### config.mk
export PLATFORM = sky130hd
export DESIGN_NAME = sdram_cmd_bridge
export DESIGN_NICKNAME = d
export VERILOG_FILES = /design/src/rtl/sdram_cmd_bridge.sv
export SDC_FILE = /design/constraint.sdc
export NUM_CORES = 1
export LEC_CHECK = 0
export BUFFER_PORTS_ARGS = -buffer_cell sky130_fd_sc_hd__buf_2
export CORE_ASPECT_RATIO = 1.5
export CORE_MARGIN = 10
export CORE_UTILIZATION = 62
export CTS_CLUSTER_DIAMETER = 60
export DETAILED_ROUTE_END_ITERATION = 8
export GPL_ROUTABILITY_DRIVEN = 0
export PLACE_DENSITY = 0.95
export SETUP_SLACK_MARGIN = 0.3
export SLEW_MARGIN = 20
export SYNTH_ARGS = -nofsm -noshare
export SYNTH_HDL_FRONTEND = slang
export SYNTH_SLANG_ARGS = --single-unit
### constraint.sdc
create_clock -name CLK -period 3.3 [get_ports CLK]
set_input_delay 0.495 -clock CLK [delete_from_list [all_inputs] [get_ports CLK]]
set_output_delay 0.495 -clock CLK [all_outputs]
set_load 0.01 [all_outputs]
### src/rtl/sdram_cmd_bridge.sv
// sdram_cmd_bridge: RX byte-stream command engine driving a single-word
// SDRAM read/write port and returning read data / acks on a TX byte stream.
//
// Ports:
//   CLK, RST              clock, async active-low reset
//   i_data/i_stb/i_ack    RX byte stream (transfer on i_stb & i_ack)
//   o_data/o_stb/o_ack    TX byte stream (transfer on o_stb & o_ack)
//   mem_rd_req/mem_wt_req one-cycle request pulses
//   mem_adr/mem_wdata     request address / write word
//   mem_busy              controller busy, blocks new requests
//   mem_rd_stb/data       read completion strobe and word
//   mem_wt_stb            write completion strobe
module sdram_cmd_bridge #(
  parameter int ADR_W   = 24,
  parameter int DATA_W  = 16,
  parameter int TIMEOUT = 65535,
  parameter int ECHO_WR = 1
) (
  input  logic              CLK,
  input  logic              RST,
  input  logic [7:0]        i_data,
  input  logic              i_stb,
  output logic              i_ack,
  output logic [7:0]        o_data,
  output logic              o_stb,
  input  logic              o_ack,
  output logic              mem_rd_req,
  output logic              mem_wt_req,
  output logic [ADR_W-1:0]  mem_adr,
  output logic [DATA_W-1:0] mem_wdata,
  input  logic              mem_busy,
  input  logic              mem_rd_stb,
  input  logic [DATA_W-1:0] mem_rd_data,
  input  logic              mem_wt_stb
);

  localparam int AB = ADR_W / 8;
  localparam int DB = DATA_W / 8;
  localparam int TW = (TIMEOUT > 0) ? $clog2(TIMEOUT + 1) : 1;

  localparam logic [7:0] OP_RD = 8'h52;
  localparam logic [7:0] OP_WR = 8'h57;
  localparam logic [7:0] R_ACK = 8'h4B;
  localparam logic [7:0] R_ERR = 8'hEE;

  typedef enum logic [3:0] {
    IDLE, ADR, LEN, WDATA, WREQ, WWAIT,
    RREQ, RWAIT, TXD, ACK, ERR
  } state_t;

  state_t            state;
  logic              wr;
  logic [7:0]        wcnt;
  logic [7:0]        bcnt;
  logic [TW-1:0]     tcnt;
  logic [DATA_W-1:0] sh;

  logic acc;
  logic tmo;

  assign acc = i_stb & i_ack;

  // Limit is checked only when no byte arrives, so a byte
  // landing in the limit cycle still wins.
  assign tmo = (TIMEOUT != 0) && !i_stb &&
               (tcnt == TW'(TIMEOUT));

  always_ff @(posedge CLK or negedge RST) begin
    if (!RST) begin
      state      <= IDLE;
      wr         <= 1'b0;
      wcnt       <= '0;
      bcnt       <= '0;
      tcnt       <= '0;
      sh         <= '0;
      i_ack      <= 1'b0;
      o_data     <= '0;
      o_stb      <= 1'b0;
      mem_rd_req <= 1'b0;
      mem_wt_req <= 1'b0;
      mem_adr    <= '0;
      mem_wdata  <= '0;
    end else begin
      mem_rd_req <= 1'b0;
      mem_wt_req <= 1'b0;
      case (state)
        IDLE: begin
          i_ack <= 1'b1;
          if (acc) begin
            bcnt <= '0;
            tcnt <= '0;
            if (i_data == OP_RD || i_data == OP_WR) begin
              wr    <= (i_data == OP_WR);
              state <= ADR;
            end else begin
              i_ack  <= 1'b0;
              o_stb  <= 1'b1;
              o_data <= R_ERR;
              state  <= ERR;
            end
          end
        end
        ADR: begin
          if (acc) begin
            tcnt    <= '0;
            mem_adr <= ADR_W'({mem_adr, i_data});
            if (bcnt == 8'(AB - 1)) begin
              bcnt  <= '0;
              state <= LEN;
            end else begin
              bcnt <= bcnt + 8'd1;
            end
          end else if (tmo) begin
            i_ack  <= 1'b0;
            o_stb  <= 1'b1;
            o_data <= R_ERR;
            state  <= ERR;
          end else if (TIMEOUT != 0) begin
            tcnt <= tcnt + TW'(1);
          end
        end
        LEN: begin
          if (acc) begin
            tcnt <= '0;
            wcnt <= i_data;
            bcnt <= '0;
            if (wr) begin
              state <= WDATA;
            end else begin
              i_ack <= 1'b0;
              state <= RREQ;
            end
          end else if (tmo) begin
            i_ack  <= 1'b0;
            o_stb  <= 1'b1;
            o_data <= R_ERR;
            state  <= ERR;
          end else if (TIMEOUT != 0) begin
            tcnt <= tcnt + TW'(1);
          end
        end
        WDATA: begin
          if (acc) begin
            tcnt      <= '0;
            mem_wdata <= DATA_W'({mem_wdata, i_data});
            if (bcnt == 8'(DB - 1)) begin
              bcnt  <= '0;
              i_ack <= 1'b0;
              // Issue straight away when the controller is free.
              if (!mem_busy) begin
                mem_wt_req <= 1'b1;
                state      <= WWAIT;
              end else begin
                state <= WREQ;
              end
            end else begin
              bcnt <= bcnt + 8'd1;
            end
          end else if (tmo) begin
            i_ack  <= 1'b0;
            o_stb  <= 1'b1;
            o_data <= R_ERR;
            state  <= ERR;
          end else if (TIMEOUT != 0) begin
            tcnt <= tcnt + TW'(1);
          end
        end
        WREQ: begin
          if (!mem_busy) begin
            mem_wt_req <= 1'b1;
            state      <= WWAIT;
          end
        end
        WWAIT: begin
          if (mem_wt_stb) begin
            mem_adr <= mem_adr + ADR_W'(1);
            if (wcnt == 8'd0) begin
              if (ECHO_WR != 0) begin
                o_stb  <= 1'b1;
                o_data <= R_ACK;
                state  <= ACK;
              end else begin
                i_ack <= 1'b1;
                state <= IDLE;
              end
            end else begin
              wcnt  <= wcnt - 8'd1;
              bcnt  <= '0;
              tcnt  <= '0;
              i_ack <= 1'b1;
              state <= WDATA;
            end
          end
        end
        RREQ: begin
          if (!mem_busy) begin
            mem_rd_req <= 1'b1;
            state      <= RWAIT;
          end
        end
        RWAIT: begin
          if (mem_rd_stb) begin
            mem_adr <= mem_adr + ADR_W'(1);
            o_stb   <= 1'b1;
            o_data  <= mem_rd_data[DATA_W-1 -: 8];
            sh      <= DATA_W'({mem_rd_data, 8'h00});
            bcnt    <= '0;
            state   <= TXD;
          end
        end
        TXD: begin
          if (o_ack) begin
            if (bcnt == 8'(DB - 1)) begin
              o_stb <= 1'b0;
              bcnt  <= '0;
              if (wcnt == 8'd0) begin
                i_ack <= 1'b1;
                state <= IDLE;
              end else begin
                wcnt  <= wcnt - 8'd1;
                state <= RREQ;
              end
            end else begin
              o_data <= sh[DATA_W-1 -: 8];
              sh     <= DATA_W'({sh, 8'h00});
              bcnt   <= bcnt + 8'd1;
            end
          end
        end
        ACK, ERR: begin
          if (o_ack) begin
            o_stb <= 1'b0;
            i_ack <= 1'b1;
            state <= IDLE;
          end
        end
        default: begin
          o_stb <= 1'b0;
          i_ack <= 1'b0;
          state <= IDLE;
        end
      endcase
    end
  end

endmodule

; Word level (Yosys, flattened, before mapping)
; Index checks and enable logic that the tools add are counted.
[word_totals]
ff_bits = 105
latch_bits = 0
ram_bits = 0
mem_bits_ro = 0
inputBits = 31
output_inout_bits = 52
word_cells = 175
n_memories = 0
[classes]
n_addsub = 4
mul = 0
div_mod_pow = 0
order_cmp = 0
eq_ne = 39
shift = 0
muxes = 89
bitwise_logic = 3
reduce_logical = 27
[op_table]
columns = cell, count
row1 = 8-bit 2-to-1 mux, 23
row2 = 16-bit 2-to-1 mux, 8
row3 = 24-bit 2-to-1 mux, 3
row4 = 24-bit one-hot mux with 3 select lines, 1
row5 = 4-bit 2-to-1 mux, 16
row6 = 16-bit one-hot mux with 3 select lines, 1
row7 = 8-bit one-hot mux with 6 select lines, 1
row8 = 4-bit one-hot mux with 10 select lines, 1
row9 = 8-bit one-hot mux with 5 select lines, 1
row10 = 2-bit != test (second input constant), 18
row11 = 16-bit one-hot mux with 2 select lines, 1
row12 = 10-bit AND reduction, 3
row13 = 1-bit 2-to-1 mux, 27
row14 = 24-bit by 1-bit adder with 24-bit output (second input constant), 1
row15 = 8-bit one-hot mux with 3 select lines, 1
row16 = 16-bit by 1-bit adder with 16-bit output (second input constant), 1
row17 = 16-bit == test (second input constant), 1
row18 = 4-bit by 3-bit == test with 1-bit output (second input constant), 4
row19 = 8-bit by 7-bit == test with 1-bit output (second input constant), 2
row20 = 4-bit == test (second input constant), 3
row21 = 3-bit != test (second input constant), 4
row22 = 11-bit AND reduction, 1
row23 = 5-bit AND reduction, 2
row24 = 3-bit nonzero test, 3
row25 = 27 further kinds, 35

; Logic depth before layout (Yosys ltp)
[logic_depth]
depth_word = 5
ltp_mapped = 10
depth_no_buf = 8

; Least setup slack after synthesis
; No wires, ideal clock.
[synth_path]
path_type = reg-to-reg
startpoint = register tcnt[0]
endpoint = register o_stb
setup_ns = 0.125
arrival_ns = 1.974
required_ns = 3.175
setup_slack_ns = 1.201
stages_incl_launch_ff = 9
path_buffers = 1
period_less_slack_ns = 2.099
cell_sequence = dfrtp_1 > ha_1 > nand3_1 > or4_4 > buf_6 > nor2_4 > o311a_4 > o2111ai_2 > mux2_4
[synth_between]
elab_chain_cells = 4
[synth_lines]
columns = element, line_no
row1 = "start, declared", 55  ; logic [TW-1:0] tcnt;
row2 = "start signal, assigned", 119  ; tcnt <= tcnt + TW'(1);
row3 = "start signal, assigned", 139  ; tcnt <= tcnt + TW'(1);
row4 = "start signal, assigned", 165  ; tcnt <= tcnt + TW'(1);
row5 = 16-bit == test, 66  ; (tcnt == TW'(TIMEOUT));
row6 = 1-bit logical AND, 65  ; assign tmo = (TIMEOUT != 0) && !i_stb &&
row7 = 2-bit by 1-bit != test with 1-bit output (no line), --
row8 = 11-bit AND reduction (no line), --
row9 = "end signal, assigned", 78  ; o_stb <= 1'b0;
row10 = "end signal, assigned", 97  ; o_stb <= 1'b1;
row11 = "end signal, assigned", 115  ; o_stb <= 1'b1;
row12 = "end, declared", 25  ; output logic o_stb,
; Every way passes these cells.
; A chain may end at the register's enable or synchronous reset.

; Worst setup path in the final report
[layout_path]
startpoint = register wcnt[0]
endpoint = register o_stb
[layout_between]
elab_chain_cells = 3
[layout_lines]
columns = element, line_no
row1 = "start, declared", 53  ; logic [7:0] wcnt;
row2 = "start signal, assigned", 125  ; wcnt <= i_data;
row3 = "start signal, assigned", 187  ; wcnt <= wcnt - 8'd1;
row4 = "start signal, assigned", 220  ; wcnt <= wcnt - 8'd1;
row5 = 8-bit zero test, 177  ; if (wcnt == 8'd0) begin
row6 = 2-bit != test (no line), --
row7 = 11-bit AND reduction (no line), --
row8 = "end signal, assigned", 179  ; o_stb <= 1'b1;
row9 = "end signal, assigned", 204  ; o_stb <= 1'b1;
row10 = "end signal, assigned", 214  ; o_stb <= 1'b0;
; Every way passes these cells.

==> results.toml <==
[critical_path]
crit_fanout = 5
setup.worst_path.end_class = "register"
cp.required_ns = 3.55
timing.reg2reg.worst_path_depth = 8
critPathLaunchType = "register"
setup.worst_path.class = "reg2reg"
reg2reg_slack_ns = 0.66
critical_path_arrival_ns = 2.88

[cts]
cts-htree-levels = 3
cts_root_buffer = "clkbuf_16"
cts.path.max_buffers = 2
cts_tree = "done"
cts.reportedPaths.clkPinSlew_ns = 0.07
clock_sinks = 97
clock_latency_ns = 0.36
post_cts.resized_instances = 0
cts_setup_buffers = 0
ctsHoldBuffers = 0
cts-buffers-inserted = 9

[global_route]
antenna_found_initial = 0
grt_util_all_layers_pct = 23.06
grt_pass1_wl_um = 26220
grt_start_max_net_pins = 83
grt_overflow = 0
first_global_vias = 5363

[layout]
final_area_mm2 = 0.006470
layout.filler_cells = 609
syn_to_final_growth_pct = 13.62
layout-drive-gt1-share_pct = 22.38
layout.nets = 747
antenna_cells_inserted = 0

[synth]
fraction_of_the_mapped_netlist_area_in_adder_cells_pct = 1.318
synth.area.mux_share_pct = 6.570
synth.ff_latch_count = 97
synth-simple-area-share_pct = 22.28
synth_xor_xnor_area_share_pct = 0.6152
synth-edff-count = 0
dominant_combinational_cell_family_by_area_after_synthesis = "compound AO/OA/AOI/OAI gates"
yosysUniqueCellTypes = 79
synthCells = 641
synth_sequential_area_ratio_pct = 42.63
syn_avg_cell_area_um2 = 8.883
async_flop_share_pct = 100.0
syn_nets = 678
synth_flop_cell = "dfrtp_1"
yosys_warning_count = 0
mappedNetlistArea_mm2 = 0.005694
synth_compound_gate_area_share_pct = 22.48

[drt]
pre_antenna_drt_iters = 8
first_iter_violations = 853
wirelength_um = 15740
num_vias = 5526
wl_per_cell_um = 19.08
post_drt_via_cell_ratio = 6.698
antenna_left = 0
drt_drc_violations_left = 0

[power_and_ir_drop]
seq_pwr_share_pct = 35.9
vdd_ir_drop_max_v = 0.0005018
p_sw_mw = 2.580
p_int_mw = 3.206
power.static_leakage_nw = 2.846
power_per_cell_area_mw_per_mm2 = 894.3
pwr-share-clk_pct = 17.6
switching_part_of_the_total_pct = 44.58
p_comb_share_pct = 46.5

[sta]
unrepaired_setup_endpoints_after_global_routing = "false"
worst_pin_slew_ns = 0.9640
min_period_ns = 2.639
max_freq_mhz = 379.0
report.final.hold_viol_count = 0
post-route-worst-setup-slack_ns = 0.6612
finalCritPeriodShare_pct = 79.96
final_max_slew_viol_count = 0
maxSlewHeadroom_pct = 35.73
finalSetupTns_ns = 0
finClkSkew_ns = 0.01028
final_number_of_setup_violating_endpoints = 0

[flow_run]
drv_cap = 0

[floorplanning]
chipWidth_um = 98.25
num_io_pins = 83
die_area_mm2 = 0.01350
die-height_um = 137.4
start_util_pct = 64.12
placeableCoreArea_mm2 = 0.008881
std_cell_rows = 42

[place]
pre_cts_ws_ns = 0.5432
dpl-instance-area_mm2 = 0.006171
port_buffers = 82
detailedPlacementHpwl_um = 11430

[worst_hold_path]
timing.hold.worst.class = "in2async"

[run_status]
status = "complete, no violations"
worst max-delay path, stage by stage, from the launching register on:
cell	delay (ns)
dfrtp_1	0.39
inv_1	0.08
ha_1	0.22
nor4b_1	0.48
nand2_1	0.28
a21oi_1	0.31
o311a_4	0.28
o2111ai_2	0.16
mux2_4	0.33
cells by family (layout without fill, tap and decap cells):
family / Yosys count / in the layout
compound gates: 202 / 202
xor+xnor: 4 / 4
fa+ha+maj: 6 / 6
buf+inv: 55 / 129
flops: 97 / 97
mux: 32 / 32
simple gates: 245 / 245
routing by layer:
metal  part of all wire, %  track usage (%)  routed length (um)  vias up
li1                      -                -                   -     2504
met1                    36            25.75                5654     2633
met2                    54            41.32                8441      315
met3                   6.8            4.564                1063       74
met4                   3.7            10.70                 580        0
met5                     0                0                   0        -
synth_stat cells (all sizes together) (8+ instances only):
| cell | number | area (um^2) |
|---|---|---|
| inv | 21 | 78.83 |
| dfrtp | 97 | 2427 |
| nand3 | 28 | 140.1 |
| nand4 | 8 | 50.05 |
| nand2 | 74 | 280.3 |
| clkbuf | 17 | 63.81 |
| o22ai | 16 | 100.1 |
| nor3 | 16 | 101.4 |
| nor2 | 54 | 210.2 |
| o21ai | 67 | 346.6 |
| and3 | 8 | 50.05 |
| buf | 17 | 91.34 |
| nand2b | 8 | 50.05 |
| a31oi | 16 | 100.1 |
| mux2 | 25 | 304.0 |
| a21oi | 54 | 277.8 |
power groups by stage:
stage / Sequential, mW / Clock (mW) / Combinational, mW
global route: 2.12 / 1.08 / 2.94
floorplan: 2.04 / 0 / 1.83
CTS: 2.05 / 1.02 / 2.66
finish: 2.08 / 1.02 / 2.69
global placement: 2.03 / 0 / 2.52
detailed placement: 2.06 / 0 / 2.64
final timing paths:
kind                               from           end
max                             wcnt[0]         o_stb
min                                 RST      tcnt[11]
max reg2reg                     wcnt[0]         o_stb
min reg2reg                mem_wdata[8]  mem_wdata[8]
max in group asynchronous           RST    mem_adr[2]
min in group CLK               mem_busy    mem_wt_req
cell type report:
| type | count | area [um^2] | area share (%) |
|---|---|---|---|
| Multi-Input combinational cell | 489 | 3049 | 47.13 |
| Sequential cell | 97 | 2427 | 37.52 |
| Timing Repair Buffer | 92 | 491.7 | 7.600 |
| Clock buffer | 9 | 225.2 | 3.481 |
| Tap cell | 110 | 137.6 | 2.127 |
| Inverter | 21 | 78.83 | 1.218 |
| Clock inverter | 7 | 60.06 | 0.9283 |
registers in the layout, indices dropped and copies added, names as in the netlist:
register and count:
wcnt 8, state 4, o_stb 1, mem_adr 24, o_data 8, mem_wt_req 1
tcnt 16, mem_wdata 16, wr 1, sh 8, i_ack 1, mem_rd_req 1
bcnt 8
through the flow:
| step | util, % | hold slack [ns] | power (mW) | instances |
|---|---|---|---|---|
| 3_5_place_dp | 69.48 | 0.4689 | 4.702 | 809 |
| 5_1_grt | 72.85 | 0.2450 | 6.143 | 825 |
| 6_report | 72.85 | 0.1611 | 5.786 | 825 |
| 4_1_cts | 72.70 | 0.3605 | 5.730 | 825 |
| 3_3_place_gp | 69.48 | 0.4645 | 4.547 | 809 |
| 2_1_floorplan | - | 0.1994 | 3.870 | 641 |
cell usage in the layout (no fill, tap or decap), types with 9 or more instances in the layout:
cell / synthesis / routed
a21oi_1: 52 / 52
nand2_1: 73 / 73
o21ai_1: 11 / 11
o22ai_1: 16 / 16
o21ai_0: 55 / 54
mux2_2: 18 / 18
a31oi_1: 16 / 16
nor3_1: 13 / 13
nor2_1: 53 / 51
dfrtp_1: 97 / 97
inv_1: 21 / 21
buf_4: 1 / 10
nand3_1: 28 / 28
clkbuf_16: 0 / 9
buf_2: 13 / 81
Note: power is estimated with default switching activity, not from simulation.
